==> src/rtl/tsc_pipe_pkg.sv <==
// Shared types for the TSC CPU pipeline: datapath widths, the data-memory
// access state enum and the EX/MEM pipeline-entry record.
package tsc_pipe_pkg;

  localparam int unsigned WORD_BITS   = 16;
  localparam int unsigned REG_ID_BITS = 2;

  typedef enum logic [0:0] {
    MEM_IDLE,
    MEM_WAIT
  } mem_state_e;

  typedef struct packed {
    logic                   valid;
    logic                   reg_write;
    logic [REG_ID_BITS-1:0] write_reg;
    logic                   mem_read;
    logic                   mem_write;
    logic [WORD_BITS-1:0]   alu_result;
    logic [WORD_BITS-1:0]   store_data;
  } pipe_entry_t;

endpackage

==> src/rtl/mem_access_fsm.sv <==
// Data-memory handshake controller: tracks the outstanding access, drives the
// read/write strobes and the upstream stall.
// Optional MEM_WB_TIMEOUT_EN: abort an access after TimeoutCycles un-acked
// WAIT cycles and raise a sticky error flag.
module mem_access_fsm
  import tsc_pipe_pkg::*;
#(
  parameter int unsigned TimeoutCycles = 15
) (
  input  logic clk_i,
  input  logic rst_ni,
  input  logic new_mem_op_i,  // EX holds a valid load/store
  input  logic mem_read_i,    // current MEM entry is a load
  input  logic mem_write_i,   // current MEM entry is a store
  input  logic d_ack_i,
  output logic in_wait_o,
  output logic d_read_o,
  output logic d_write_o,
  output logic mem_stall_o,
  output logic complete_o,
  output logic timeout_o,
  output logic mem_error_o
);

  mem_state_e state_q, state_d;
  logic       timeout;

`ifdef MEM_WB_TIMEOUT_EN
  localparam int unsigned CntBits = $clog2(TimeoutCycles + 1);

  logic [CntBits-1:0] cnt_q, cnt_d;
  logic               err_q, err_d;

  // Count un-acked WAIT cycles; fire on the last allowed one.
  always_comb begin
    cnt_d   = '0;
    err_d   = err_q;
    timeout = 1'b0;
    if (state_q == MEM_WAIT && !d_ack_i) begin
      if (cnt_q == CntBits'(TimeoutCycles - 1)) begin
        timeout = 1'b1;
        err_d   = 1'b1;
      end else begin
        cnt_d = cnt_q + 1'b1;
      end
    end
  end

  // Timeout counter and sticky error flag.
  always_ff @(posedge clk_i or negedge rst_ni) begin
    if (!rst_ni) begin
      cnt_q <= '0;
      err_q <= 1'b0;
    end else begin
      cnt_q <= cnt_d;
      err_q <= err_d;
    end
  end

  assign mem_error_o = err_q;
`else
  logic unused_timeout_cfg;
  assign unused_timeout_cfg = ^TimeoutCycles;
  assign timeout            = 1'b0;
  assign mem_error_o        = 1'b0;
`endif

  // Next state: a newly latched memory op always enters WAIT, including on the
  // ack edge of the previous one, so back-to-back accesses have no idle gap.
  always_comb begin
    state_d = state_q;
    unique case (state_q)
      MEM_IDLE: if (new_mem_op_i) state_d = MEM_WAIT;
      MEM_WAIT: begin
        if (d_ack_i) begin
          state_d = new_mem_op_i ? MEM_WAIT : MEM_IDLE;
        end else if (timeout) begin
          state_d = MEM_IDLE;
        end
      end
    endcase
  end

  // State register; async reset drops the strobes immediately.
  always_ff @(posedge clk_i or negedge rst_ni) begin
    if (!rst_ni) state_q <= MEM_IDLE;
    else         state_q <= state_d;
  end

  assign in_wait_o   = (state_q == MEM_WAIT);
  assign d_read_o    = in_wait_o & mem_read_i;
  assign d_write_o   = in_wait_o & mem_write_i;
  assign mem_stall_o = in_wait_o & ~d_ack_i;
  assign complete_o  = in_wait_o & d_ack_i;
  assign timeout_o   = timeout;

endmodule

==> src/rtl/mem_wb_pipe.sv <==
// EX/MEM and MEM/WB pipeline latches for the TSC CPU with the data-memory
// handshake. MEM-stage forwarding outputs come straight from the EX/MEM latch;
// WB-stage outputs are registered.
// Optional MEM_WB_TIMEOUT_EN: aborted accesses are dropped and mem_error set.
module mem_wb_pipe #(
  parameter int unsigned WORD_BITS      = 16,
  parameter int unsigned REG_ID_BITS    = 2,
  parameter int unsigned TIMEOUT_CYCLES = 15
) (
  input  logic                   clk,
  input  logic                   reset_n,
  input  logic                   ex_valid,
  input  logic                   ex_reg_write,
  input  logic [REG_ID_BITS-1:0] ex_write_reg,
  input  logic                   ex_mem_read,
  input  logic                   ex_mem_write,
  input  logic [WORD_BITS-1:0]   ex_alu_result,
  input  logic [WORD_BITS-1:0]   ex_store_data,
  output logic                   mem_stall,
  output logic [WORD_BITS-1:0]   d_addr,
  output logic                   d_readM,
  output logic                   d_writeM,
  output logic [WORD_BITS-1:0]   d_data_out,
  input  logic [WORD_BITS-1:0]   d_data_in,
  input  logic                   d_ack,
  output logic                   reg_write_mem,
  output logic [REG_ID_BITS-1:0] write_reg_mem,
  output logic                   mem_is_load,
  output logic [WORD_BITS-1:0]   fwd_data_mem,
  output logic                   reg_write_wb,
  output logic [REG_ID_BITS-1:0] write_reg_wb,
  output logic [WORD_BITS-1:0]   wb_data,
  output logic                   mem_error
);
  import tsc_pipe_pkg::*;

  pipe_entry_t mem_q, mem_d;

  logic                   in_wait, wait_done, timeout, new_mem_op, entry_done;
  logic                   reg_write_wb_q, reg_write_wb_d;
  logic [REG_ID_BITS-1:0] write_reg_wb_q, write_reg_wb_d;
  logic [WORD_BITS-1:0]   wb_data_q, wb_data_d;

  assign new_mem_op = ex_valid & (ex_mem_read | ex_mem_write);

  mem_access_fsm #(
    .TimeoutCycles (TIMEOUT_CYCLES)
  ) u_fsm (
    .clk_i        (clk),
    .rst_ni       (reset_n),
    .new_mem_op_i (new_mem_op),
    .mem_read_i   (mem_q.mem_read),
    .mem_write_i  (mem_q.mem_write),
    .d_ack_i      (d_ack),
    .in_wait_o    (in_wait),
    .d_read_o     (d_readM),
    .d_write_o    (d_writeM),
    .mem_stall_o  (mem_stall),
    .complete_o   (wait_done),
    .timeout_o    (timeout),
    .mem_error_o  (mem_error)
  );

  // EX/MEM next entry: hold while stalled, bubble on invalid EX or timeout.
  always_comb begin
    mem_d = mem_q;
    if (timeout) begin
      mem_d = '0;
    end else if (!mem_stall) begin
      mem_d = '0;
      if (ex_valid) begin
        mem_d.valid      = 1'b1;
        mem_d.reg_write  = ex_reg_write & ~ex_mem_write;  // stores never write RF
        mem_d.write_reg  = ex_write_reg;
        mem_d.mem_read   = ex_mem_read;
        mem_d.mem_write  = ex_mem_write;
        mem_d.alu_result = ex_alu_result;
        mem_d.store_data = ex_store_data;
      end
    end
  end

  // MEM/WB next entry: take the MEM entry only on the cycle it completes.
  always_comb begin
    entry_done     = (mem_q.valid & ~mem_q.mem_read & ~mem_q.mem_write) | wait_done;
    reg_write_wb_d = entry_done & mem_q.reg_write;
    write_reg_wb_d = write_reg_wb_q;
    wb_data_d      = wb_data_q;
    if (entry_done) begin
      write_reg_wb_d = mem_q.write_reg;
      wb_data_d      = mem_q.mem_read ? d_data_in : mem_q.alu_result;
    end
  end

  // Pipeline latch registers.
  always_ff @(posedge clk or negedge reset_n) begin
    if (!reset_n) begin
      mem_q          <= '0;
      reg_write_wb_q <= 1'b0;
      write_reg_wb_q <= '0;
      wb_data_q      <= '0;
    end else begin
      mem_q          <= mem_d;
      reg_write_wb_q <= reg_write_wb_d;
      write_reg_wb_q <= write_reg_wb_d;
      wb_data_q      <= wb_data_d;
    end
  end

  assign reg_write_mem = mem_q.valid & mem_q.reg_write;
  assign write_reg_mem = mem_q.write_reg;
  assign mem_is_load   = mem_q.valid & mem_q.mem_read;
  assign fwd_data_mem  = mem_q.alu_result;

  assign d_addr     = in_wait ? mem_q.alu_result : '0;
  assign d_data_out = in_wait ? mem_q.store_data : '0;

  assign reg_write_wb = reg_write_wb_q;
  assign write_reg_wb = write_reg_wb_q;
  assign wb_data      = wb_data_q;

endmodule

==> config.mk <==
export PLATFORM = sky130hd
export DESIGN_NAME = mem_wb_pipe
export DESIGN_NICKNAME = d
export VERILOG_FILES = /design/src/rtl/tsc_pipe_pkg.sv /design/src/rtl/mem_access_fsm.sv /design/src/rtl/mem_wb_pipe.sv
export SDC_FILE = /design/constraint.sdc
export NUM_CORES = 1
export LEC_CHECK = 0
export ABC_CLOCK_PERIOD_IN_PS = 4400
export CAP_MARGIN = 20
export CELL_PAD_IN_SITES_DETAIL_PLACEMENT = 1
export CELL_PAD_IN_SITES_GLOBAL_PLACEMENT = 1
export CORE_MARGIN = 10
export CORE_UTILIZATION = 33
export DETAILED_ROUTE_END_ITERATION = 7
export PLACE_DENSITY = 0.94
export SLEW_MARGIN = 20
export SYNTH_ARGS = -nofsm -noshare
export SYNTH_HDL_FRONTEND = slang
export SYNTH_HIERARCHICAL = 1
export SYNTH_SLANG_ARGS = --single-unit
==> constraint.sdc <==
create_clock -name clk -period 4.4 [get_ports clk]
set_input_delay 0.88 -clock clk [delete_from_list [all_inputs] [get_ports clk]]
set_output_delay 0.88 -clock clk [all_outputs]
set_load 0.01 [all_outputs]
==> results by group <==
Outcome
  – Outcome: finished clean

Power
  – Switching power: 344.9 uW
  – Clock power frac: 34.9%
  – Sw frac: 25.27%
  – Pwr per Cell Area: 327.1 mW/mm^2
  – Pleak: 0.001858 uW
  – Comb power frac: 20.3%
  – VDD IR max: 138.0 uV
  – Int Pwr: 1020 uW
  – Flop pwr share: 44.8%

Global routing
  – GRT Overall Usage: 13.85%
  – Vias in the first global route: 2,396
  – Initial antenna violation count: 0
  – Largest net degree at the start of global routing: 39
  – Residual overflow from global routing: 0
  – First-pass GRT wire length: 14,020 microns

Flow run
  – Max-cap check violation count: 0

Clock network
  – Max Root-Sink Buffers: 2
  – CTS Hold Bufs: 0
  – Clock latency on the worst-skew pair: 0.33 ns
  – CTS buffer count: 9
  – Sink Count: 58
  – # Post-CTS Setup Buffers: 0
  – CTS root buf: clkbuf_8
  – H-tree Lvls: 3
  – PostCTS Resize Cnt: 0
  – Worst-path clk slew: 0.06 ns
  – CTS tree: yes

Setup path
  – CP Data Required Time: 3.52 ns
  – Critical Path Source Type: flip-flop
  – Worst-path maximum fanout: 36
  – RR Startpoint: u_fsm/in_wait_o$_DFF_PN0_
  – Critical Path End Type: output pin
  – Crit. Startpoint: u_fsm/in_wait_o$_DFF_PN0_
  – Kind of critical path: flip-flop to output pin
  – Worst Path Arrival: 2.20 ns

Route
  – Wire per inst: 20.24 microns
  – Drt first pass iters: 4
  – DRC Markers: 0
  – Total wire length: 8702 microns
  – First DRT Iteration DRCs: 63
  – Post-DRT Antenna Nets: 0
  – Vias after detailed routing: 2,053
  – Number of vias per cell: 4.774

Placement
  – Routability cong.: 0.7121
  – Placed cell count: 415
  – Placed wire-length estimate: 6528 microns
  – I/O Buffers: 130
  – Worst slack, placed: 1.439 ns

STA
  – Part of the cycle the worst path needs: 69.97%
  – Max Slew Vio Count: 0
  – Fmax: 324.8 MHz
  – Final Setup Violations: 0
  – Final min period: 3.079 ns
  – Rel. slew slack: 34.70%
  – Worst slew pin tran: 0.9795 ns
  – Hold_ws: 0.5017 ns
  – Final hold vios: 0
  – Final setup margin: 1.321 ns
  – RSZ-0062 raised after global routing: false
  – Worst clock skew: 0.01419 ns
  – Setup Total Neg Slack: 0 ns

Logic synthesis
  – Yosys cell types: 22
  – Post-Syn Area: 0.002751 sq mm
  – Mean Syn Cell Area: 13.04 sq um
  – Synth top area cells: dfrtp_1 (53%), a22o_1 (11%), mux2_2 (10%)
  – #FFs+latches synth: 58
  – Sequential area share after synthesis: 52.75%
  – Largest area contributor in the netlist: dfrtp_1
  – Synth Instances: 211
  – Yosys warning total: 6
  – Yosys top cell area share: 52.75%

Worst hold path
  – Worst hold path type: flip-flop to flip-flop
  – Hold path start: mem_q[6]$_DFFE_PN0P_

Layout
  – Footprint of the multi-input gates: 0.001082 sq mm
  – Fraction of layout cells with a size suffix above 1: 18.46%
  – Post-route insts no fill: 430
  – Filler cells: 844
  – Commonest non-fill, non-tap cell in the layout: clkdlybuf4s50_1
  – Register area: 0.001451 sq mm
  – Number of antenna repair diodes: 0
  – Layout area overhead: 51.66%
  – Final nets: 378
  – Commonest non-fill, non-tap cells in the layout: clkdlybuf4s50_1 (129), dfrtp_1 (58), a22o_1 (36), and2_1 (34), mux2_2 (25)

Die
  – I/O Pins: 132
  – Area of the core: 0.008175 sq mm
  – Die width: 111.3 microns
  – Rows: 33
  – Die Area: 0.01239 sq mm
  – DIE HEIGHT: 111.3 microns
  – Initial core utilization: 33.65%
==> power groups by stage <==
| stage | Sequential (uW) | Clock (uW) | Combinational (uW) |
|---|---|---|---|
| after floorplan | 615 | 0 | 124 |
| after global placement | 617 | 0 | 276 |
| after detailed placement | 622 | 0 | 283 |
| after CTS | 612 | 494 | 284 |
| after global routing | 618 | 523 | 298 |
| final | 611 | 477 | 277 |
==> metrics by stage <==
| step | util (%) | cell area, sq um | total power [uW] |
|---|---|---|---|
| 2_1_floorplan | - | 2755 | 738.7 |
| 3_3_place_gp | 48.68 | 3980 | 893.2 |
| 3_5_place_dp | 48.68 | 3980 | 904.7 |
| 4_1_cts | 51.04 | 4173 | 1390 |
| 5_1_grt | 51.04 | 4173 | 1439 |
| 6_report | 51.04 | 4173 | 1365 |
==> final timing paths <==
check | end | slack, ns | cells after the start
max in group asynchronous | wb_data[13]$_DFFE_PN0P_ | 2.98 | 2
hold / removal | mem_q[6]$_DFFE_PN0P_ | 0.50 | 1
setup / recovery | mem_stall | 1.32 | 2
setup reg to reg | fwd_data_mem[9]$_DFFE_PN0P_ | 1.92 | 3
min in group asynchronous | fwd_data_mem[8]$_DFFE_PN0P_ | 0.57 | 1
hold reg to reg | mem_q[6]$_DFFE_PN0P_ | 0.50 | 1
==> metal layers <==
layer	vias to the layer above	share of wire (%)	track usage [%]
li1	939	-	-
met2	69	54	25.17
met5	-	0	0
met3	5	5.8	4.275
met1	1040	40	15.32
met4	0	0.61	3.342
==> kinds of logic (layout without fill, tap and decap cells) <==
logic type             Yosys count  after routing  share of synthesized area [%]
flip-flops                      58             58                          52.75
AO/OA/AOI/OAI                   39             39                          12.37
AND/OR/NAND/NOR                 44             44                          11.10
multiplexers                    34             34                          15.14
other                            1              2                         0.1363
buffers and inverters           35            148                          8.503
==> cells in the mapped netlist (all sizes together) <==
cell type and instances:
mux2 34, a22o 36, conb 1, or2 1, nor3b 2, buf 29, inv 1, nor2 1
and2 37, nor2b 3, dfrtp 58, a21o 1, o21a 1, a32o 1, clkbuf 5
==> state kept, by name, indices dropped and copies added (netlist names) <==
signal,count
write_reg_wb,2
write_reg_mem,2
mem_q,20
reg_write_wb,1
wb_data,16
fwd_data_mem,16
u_fsm/in_wait_o,1
==> worst max-delay path: stages (launching register included) <==
cell,delay [ns]
dfrtp_1,0.98
nor2b_4,0.34
clkdlybuf4s50_1,0.56
==> layout make-up <==
cell class | count | area share, %
clock inverter | 5 | 1.319
clock buffer | 10 | 3.298
sequential | 58 | 34.78
tap | 105 | 3.148
multi-input combinational | 119 | 25.94
inverter | 1 | 0.08996
timing repair buffer | 132 | 31.42
(Power assumes the default switching activity.)
